File: src/rtl/gcd_stream.sv
// gcd_stream: binary (Stein) GCD engine with valid/ready handshakes.
//
// The engine accepts an unsigned operand pair in IDLE and runs one step per
// clock in CALC. It then presents the result in DONE until the consumer takes
// it. Besides the GCD it reports how many CALC cycles were used, counting the
// terminal cycle. It also flags the degenerate 0/0 case.
//
// Ports
//   clk        in   rising-edge clock
//   rst        in   asynchronous, active-high reset
//   in_valid   in   operand pair valid
//   in_ready   out  engine idle and able to accept operands
//   ia, ib     in   operands (WIDTH bits, unsigned)
//   abort      in   cancel the computation in flight (only honoured in CALC)
//   out_valid  out  result valid, held until out_ready
//   out_ready  in   consumer accepts the result
//   gcd        out  result (WIDTH bits)
//   cycles     out  CALC cycles used for this result (CNT_W bits)
//   zero_err   out  both operands were zero (gcd reported as 0)
module gcd_stream #(
  parameter  int WIDTH = 16,
  localparam int CNT_W = $clog2(2*WIDTH+2),
  localparam int K_W   = $clog2(WIDTH+1)
) (
  input  logic             clk,
  input  logic             rst,
  input  logic             in_valid,
  output logic             in_ready,
  input  logic [WIDTH-1:0] ia,
  input  logic [WIDTH-1:0] ib,
  input  logic             abort,
  output logic             out_valid,
  input  logic             out_ready,
  output logic [WIDTH-1:0] gcd,
  output logic [CNT_W-1:0] cycles,
  output logic             zero_err
);

  typedef enum logic [1:0] {IDLE, CALC, DONE} state_t;

  state_t           r_state;
  state_t           w_next_state;

  logic [WIDTH-1:0] r_a;
  logic [WIDTH-1:0] r_b;
  logic [K_W-1:0]   r_k;
  logic [CNT_W-1:0] r_cnt;
  logic [WIDTH-1:0] r_gcd;
  logic [CNT_W-1:0] r_cycles;
  logic             r_zero_err;

  logic [CNT_W-1:0] w_cnt_inc;
  logic [WIDTH-1:0] w_a_shl;
  logic [WIDTH-1:0] w_b_shl;
  logic [WIDTH-1:0] w_diff_ab;
  logic [WIDTH-1:0] w_diff_ba;
  logic             w_a_zero;
  logic             w_b_zero;

  assign w_cnt_inc = r_cnt + CNT_W'(1);
  // The shared power of two never pushes the result past the original
  // operand width, so these shifts lose nothing.
  assign w_a_shl   = r_a << r_k;
  assign w_b_shl   = r_b << r_k;
  // Each difference is only used when the compare says it cannot underflow.
  assign w_diff_ab = r_a - r_b;
  assign w_diff_ba = r_b - r_a;
  assign w_a_zero  = (r_a == '0);
  assign w_b_zero  = (r_b == '0);

  assign in_ready  = (r_state == IDLE);
  assign out_valid = (r_state == DONE);
  assign gcd       = r_gcd;
  assign cycles    = r_cycles;
  assign zero_err  = r_zero_err;

  always_ff @(posedge clk or posedge rst) begin
    if (rst) r_state <= IDLE;
    else     r_state <= w_next_state;
  end

  always_comb begin
    w_next_state = r_state;
    case (r_state)
      IDLE:    if (in_valid)                 w_next_state = CALC;
      // abort takes precedence over the terminal step
      CALC:    if (abort)                    w_next_state = IDLE;
               else if (w_a_zero || w_b_zero) w_next_state = DONE;
      DONE:    if (out_ready)                w_next_state = IDLE;
      default:                               w_next_state = IDLE;
    endcase
  end

  always_ff @(posedge clk or posedge rst) begin
    if (rst) begin
      r_a        <= '0;
      r_b        <= '0;
      r_k        <= '0;
      r_cnt      <= '0;
      r_gcd      <= '0;
      r_cycles   <= '0;
      r_zero_err <= 1'b0;
    end else begin
      case (r_state)
        // operand capture
        IDLE: begin
          if (in_valid) begin
            r_a   <= ia;
            r_b   <= ib;
            r_k   <= '0;
            r_cnt <= '0;
          end
        end
        // one Stein step per clock
        CALC: begin
          if (!abort) begin
            r_cnt <= w_cnt_inc;
            if (w_a_zero) begin
              r_gcd      <= w_b_shl;
              r_zero_err <= w_b_zero;
              r_cycles   <= w_cnt_inc;
            end else if (w_b_zero) begin
              r_gcd      <= w_a_shl;
              r_zero_err <= 1'b0;
              r_cycles   <= w_cnt_inc;
            end else if (!r_a[0] && !r_b[0]) begin
              r_a <= r_a >> 1;
              r_b <= r_b >> 1;
              r_k <= r_k + K_W'(1);
            end else if (!r_a[0]) begin
              r_a <= r_a >> 1;
            end else if (!r_b[0]) begin
              r_b <= r_b >> 1;
            end else if (r_a >= r_b) begin
              r_a <= w_diff_ab >> 1;
            end else begin
              r_b <= w_diff_ba >> 1;
            end
          end
        end
        default: ;
      endcase
    end
  end

endmodule

File: config.mk
export PLATFORM = sky130hd
export DESIGN_NAME = gcd_stream
export DESIGN_NICKNAME = d
export VERILOG_FILES = /design/src/rtl/gcd_stream.sv
export SDC_FILE = /design/constraint.sdc
export NUM_CORES = 1
export LEC_CHECK = 0
export ABC_AREA = 1
export BUFFER_PORTS_ARGS = -buffer_cell sky130_fd_sc_hd__buf_4
export CORE_MARGIN = 4
export CORE_UTILIZATION = 45
export DETAILED_ROUTE_END_ITERATION = 16
export GPL_TIMING_DRIVEN = 1
export PLACE_DENSITY = 0.66
export SLEW_MARGIN = 20
export SYNTH_ARGS = -nofsm -noshare
export SYNTH_HDL_FRONTEND = slang
export SYNTH_SLANG_ARGS = --single-unit
File: constraint.sdc
create_clock -name clk -period 2.3 [get_ports clk]
set_clock_uncertainty 0.05 [all_clocks]
set_input_delay 0.115 -clock clk [delete_from_list [all_inputs] [get_ports clk]]
set_output_delay 0.115 -clock clk [all_outputs]
set_load 0.03 [all_outputs]
Word-level counts from Yosys, hierarchy flattened
Cells that the tools add are included.
Widths: inputs -> output; s select.
{"block": "totals", "elab_cells": 86, "ff_bits": 68}
{"block": "op_classes", "n_lt_le_gt_ge": 1, "n_eq_ne": 13, "n_reduce_logical": 17, "n_addsub": 4, "muxes": 38, "n_shift": 2, "bitwise": 1}
{"op": "$mux 16", "count": 18}
{"op": "$pmux 16 s2", "count": 2}
{"op": "$logic_not 16->1", "count": 2}
{"op": "$shl 16x5->16", "count": 2}
{"op": "$sub 16x16->16", "count": 2}
{"op": "$mux 5", "count": 5}
{"op": "$mux 6", "count": 4}
{"op": "$ge 16x16->1", "count": 1}
{"op": "$reduce_and 7->1", "count": 2}
{"op": "$ne 4x4->1 const B", "count": 3}
{"op": "$pmux 6 s2", "count": 1}
{"op": "$reduce_and 6->1", "count": 2}
{"op": "$ne 2x2->1 const B", "count": 5}
{"op": "$pmux 5 s2", "count": 1}
{"op": "$reduce_and 3->1", "count": 3}
{"op": "$mux 2", "count": 4}
{"op": "$add 6x1->6 const B", "count": 1}
{"op": "$ne 3x3->1 const B", "count": 2}
{"op": "$pmux 2 s3", "count": 1}
{"op": "$add 5x1->5 const B", "count": 1}
{"op": "$reduce_and 5->1", "count": 1}
{"op": "$reduce_bool 2->1", "count": 2}
{"op": "$eq 2x1->1 const B", "count": 1}
{"op": "$eq 2x2->1 const B", "count": 1}
{"op": "other kinds (7)", "count": 9}

Longest topological paths before layout
{"block": "depth", "depth_word": 9, "ltp_mapped": 15, "ltp_nobuf": 14}

Worst setup path after synthesis
Ideal clock, no wire load.
{"block": "synth_timing", "path_type": "register to register", "from": "reg r_a[0]", "to": "reg r_b[11]", "path_slack_ns": -0.033, "arrival_ns": 2.165, "path_stages_with_launch": 15, "required_time_ns": 2.132, "period_less_slack_ns": 2.333, "setup_ns": 0.118, "cell_sequence": "dfrtp_1 inv_1 ha_1 fa_1 o21ai_1 nand2_1 nand2_1 nand2_1 nand3_2 nand3_2 nand2_4 buf_6 nor2_1 nand2_1 o21ai_2"}
{"block": "synth_via", "elab_chain_cells": 9, "word_cells_on_any_way": 17, "cone_classes": "add/sub: 1; order compare: 1; eq/ne: 3; mux: 8; reduce/logical: 4"}
{"item": "start, declared", "line": "44", "text": "logic [WIDTH-1:0] r_a;"}
{"item": "start signal, assigned", "line": "108", "text": "r_a <= ia;"}
{"item": "start signal, assigned", "line": "127", "text": "r_a <= r_a >> 1;"}
{"item": "start signal, assigned", "line": "131", "text": "r_a <= r_a >> 1;"}
{"item": "$sub 16x16->16", "line": "67", "text": "assign w_diff_ba = r_b - r_a;"}
{"item": "$mux 16", "line": "134", "text": "end else if (r_a >= r_b) begin"}
{"item": "$mux 16", "line": "132", "text": "end else if (!r_b[0]) begin"}
{"item": "$mux 16", "line": "130", "text": "end else if (!r_a[0]) begin"}
{"item": "$mux 16", "line": "126", "text": "end else if (!r_a[0] && !r_b[0]) begin"}
{"item": "$mux 16", "line": "122", "text": "end else if (w_b_zero) begin"}
{"item": "$mux 16", "line": "118", "text": "if (w_a_zero) begin"}
{"item": "$mux 16", "line": "116", "text": "if (!abort) begin"}
{"item": "$pmux 16 s2", "line": "104", "text": "case (r_state)"}
{"item": "end signal, assigned", "line": "109", "text": "r_b <= ib;"}
{"item": "end signal, assigned", "line": "128", "text": "r_b <= r_b >> 1;"}
{"item": "end signal, assigned", "line": "133", "text": "r_b <= r_b >> 1;"}
{"item": "end, declared", "line": "45", "text": "logic [WIDTH-1:0] r_b;"}
Several ways; a longest one is shown, not always the timed one. The select of a mux whose other input is x is not followed.
A chain may end at the register's enable or synchronous reset.

Worst setup path in the final report
{"block": "layout_timing", "from": "reg r_a[11]", "to": "reg r_b[2]"}
{"block": "layout_via", "elab_chain_cells": 3, "word_cells_on_any_way": 5, "cone_classes": "order compare: 1; eq/ne: 2; reduce/logical: 2"}
{"item": "$ge 16x16->1 / $logic_not 16->1 (equally long branches)", "line": "134, 68"}
{"item": "$ne 4x4->1 (no source line) / $ne 2x2->1 (equally long branches)"}
{"item": "$reduce_and 7->1 (no source line) *"}
{"item": "end signal, assigned", "line": "128"}
{"item": "end signal, assigned", "line": "133"}
{"item": "end signal, assigned", "line": "137", "text": "r_b <= w_diff_ba >> 1;"}
Mark *: on every way between the ends. The rest lies on a longest branch, timed or not.

==> flow_metrics.py <==
metrics = {
    "die": {
        "dieArea_sq_um": 15200,
        "start_util_pct": 46.7,
        "core-area_sq_um": 12800,
        "rows": 41,
        "die_w_um": 123,
        "ios": 62,
        "die_h_um": 123,
    },
    "sta": {
        "layout_setup_ws_ns": -0.0447,
        "worst_pin_slew_ns": 0.798,
        "fmax_mhz": 426,
        "rsz0062_at_grt": "true",
        "setup-tns-final_ns": -0.281,
        "finalSetupViolCount": 9,
        "slew_viol_final": 0,
        "hold_viol": 0,
        "slew_headroom_pct": 46.7,
        "period_share_pct": 102,
        "min_period_ns": 2.34,
    },
    "synth": {
        "yosysWarningCount": 0,
        "ys_types": 39,
        "netlist_instances": 902,
        "synth-main-ff-cell": "dfrtp_1",
        "yosys_register_bits": 68,
        "ys_seq_area_share_pct": 28.4,
        "synth_edf_count": 0,
        "syn_nets": 977,
        "syn_area_per_cell_sq_um": 6.64,
        "synth-async-reset-ratio_pct": 100,
        "syn_area_sq_um": 5990,
    },
    "clock_network": {
        "cts_buffers": 9,
        "cts_tree": "yes",
        "cts.clk_slew.worst_paths_ns": 0.07,
        "clockBufferDepth": 2,
        "root_buffer": "clkbuf_16",
        "cts_sinks": 68,
        "clk_latency_ns": 0.35,
        "cts_max_level": 3,
    },
    "pwr": {
        "ir_worst_vdd_mv": 0.690,
        "powerDensity_nw_per_um2": 1730,
        "power.leakage_nw": 4.48,
    },
    "run": {
        "drv_cap": 0,
    },
    "final_layout": {
        "antenna_cells": 0,
        "drive_gt1_share_pct": 35.2,
        "mostFrequentLayoutCells": "buf_4, nand2_1, nand3_1",
        "design_area_sq_um": 8860,
        "area_growth_pct": 48.0,
        "fillCellCount": 1104,
        "layout_commonest_cell": "buf_4",
        "fin_nets": 1197,
    },
    "drt": {
        "drc_errors": 0,
        "via_per_inst": 5.44,
        "vias": 7063,
        "routed_wl_mm": 22.3,
        "ant_nets": 0,
        "drt_iter0_markers": 855,
        "first_pass_iters": 5,
        "wl_per_cell_um": 17.2,
    },
    "global_route": {
        "globalRouteOverflowTotal": 0,
        "grt_pass1_vias": 6672,
        "grt_pass1_wl_mm": 34.8,
        "grt_max_degree": 31,
        "antenna_found_initial": 0,
        "grt.total_usage_pct": 29.9,
    },
    "placed_design": {
        "port_buffers": 61,
        "placed_area_sq_um": 7660,
        "gp_congestion": 1.02,
        "dpl.hpwl_mm": 16.9,
    },
    "setup_path": {
        "crit_type": "flop to flop",
        "timing.rr.end": "r_b[2]$_DFFE_PP0P_",
        "cp_data_required_time_ns": 2.53,
        "reg2reg_from": "r_a[11]$_DFFE_PP0P_",
        "path_max_fanout": 4,
        "reg2reg_depth": 15,
        "crit_path_start_kind": "flop",
        "cp_data_arrival_time_ns": 2.57,
        "ff2ff_setup_slack_ns": -0.04,
        "critical_path.endpoint_type": "flop",
    },
    "worst_hold_path": {
        "holdPathEnd": "r_a[8]$_DFFE_PP0P_",
        "min_path_type": "input port to flop",
        "min_from": "ia[8]",
        "whs_path_depth": 4,
    },
    "outcome": {
        "violations": "setup timing",
        "outcome": "complete, but fails checks",
    },
}
[stage by stage]
| step | hold WS (ns) | utilization (%) | power, mW | setup slack (ns) | std cells |
|---|---|---|---|---|---|
| after floorplan | 0.151 | - | 7.33 | 0.0445 | 902 |
| final | 0.0184 | 69.1 | 15.4 | -0.0447 | 1299 |
| after global placement | 0.241 | 59.7 | 11.7 | -0.203 | 1247 |
| after detailed placement | 0.245 | 59.7 | 11.7 | -0.224 | 1247 |
| after CTS | 0.0162 | 65.2 | 14.1 | -0.0297 | 1286 |
| after global routing | 0.0439 | 69.1 | 16.4 | -0.138 | 1299 |
[cell type report]
| type | instances | area [sq um] | area share, % |
|---|---|---|---|
| clock inverter | 6 | 71.3 | 0.805 |
| clock buffer | 10 | 239 | 2.70 |
| multi-input combinational | 709 | 4220 | 47.7 |
| timing repair buffer | 244 | 2050 | 23.2 |
| tap | 172 | 215 | 2.43 |
| inverter | 90 | 350 | 3.95 |
| sequential | 68 | 1710 | 19.3 |
[critical path: stages, from the launching register on]
cell and delay, ns:
dfrtp_1 0.43, inv_2 0.10, ha_4 0.21, buf_6 0.12
a21oi_4 0.13, o21ai_2 0.09, a21oi_2 0.21, buf_4 0.16
nand3_4 0.10, nand3_4 0.12, nand2_8 0.09, buf_12 0.15
buf_6 0.11, nor2_2 0.07, nand2_1 0.06, o21ai_2 0.05
[cell usage after synthesis (11+ instances only)]
cell	count	area, sq um
a21oi_1	61	305
clkbuf_1	19	71.3
dfrtp_1	68	1700
ha_1	36	450
inv_1	80	300
nand2_1	223	837
nand3_1	152	761
nor2_1	73	274
o21ai_0	47	235
o21ai_1	11	55.1
o21ai_2	11	96.3
or2_2	15	93.8
xor2_1	21	184
[flip-flops by register name, summed over array words and instances (netlist names)]
register  count
gcd          16
cycles        6
r_a          16
r_state       2
r_cnt         6
r_k           5
zero_err      1
r_b          16
[worst max-delay path by stage]
| stage | startpoint | to | slack, ns | depth (start not counted) |
|---|---|---|---|---|
| after floorplan | r_a[0]$_DFFE_PP0P_ | r_b[11]$_DFFE_PP0P_ | 0.04 | 14 |
| after global placement | r_a[9]$_DFFE_PP0P_ | r_b[10]$_DFFE_PP0P_ | -0.20 | 13 |
| after detailed placement | r_a[9]$_DFFE_PP0P_ | r_b[10]$_DFFE_PP0P_ | -0.22 | 13 |
| after CTS | r_a[10]$_DFFE_PP0P_ | r_a[7]$_DFFE_PP0P_ | -0.03 | 17 |
| after global routing | r_a[11]$_DFFE_PP0P_ | r_b[1]$_DFFE_PP0P_ | -0.14 | 17 |
| final | r_a[11]$_DFFE_PP0P_ | r_b[2]$_DFFE_PP0P_ | -0.04 | 15 |
[report_power, final]
group          internal [mW]  switching (mW)
registers               1.55           0.395
clock network          0.878           0.587
logic                   5.30            6.65
total                   7.73            7.63
[layer usage]
layer | track usage, % | part of all wire, % | vias to the layer above
met5 | 0 | 0 | -
met4 | 8.79 | 2.2 | 0
met3 | 5.22 | 8.8 | 37
met2 | 44.8 | 44 | 310
met1 | 43.9 | 45 | 3285
li1 | - | - | 3431
[logic make-up (layout without fill, tap and decap cells)]
family | Yosys count | in the layout | share of synthesized area [%]
xor+xnor | 23 | 23 | 3.36
compound gates | 147 | 147 | 13.8
fa+ha+maj | 38 | 38 | 8.19
simple gates | 501 | 501 | 37.5
buf+inv | 125 | 350 | 8.69
flops | 68 | 68 | 28.4
[timing repair]
item / CTS / global route
pin swaps: 9 / 27
cloned: 1 / 1
setup buffers: 17 / 13
hold buffers: 5 / 0
setup endpoints to repair: 32 / 50
hold endpoints to repair: 29 / 0
gates resized for setup: 41 / 98
Note: power is estimated with default switching activity, not from simulation.
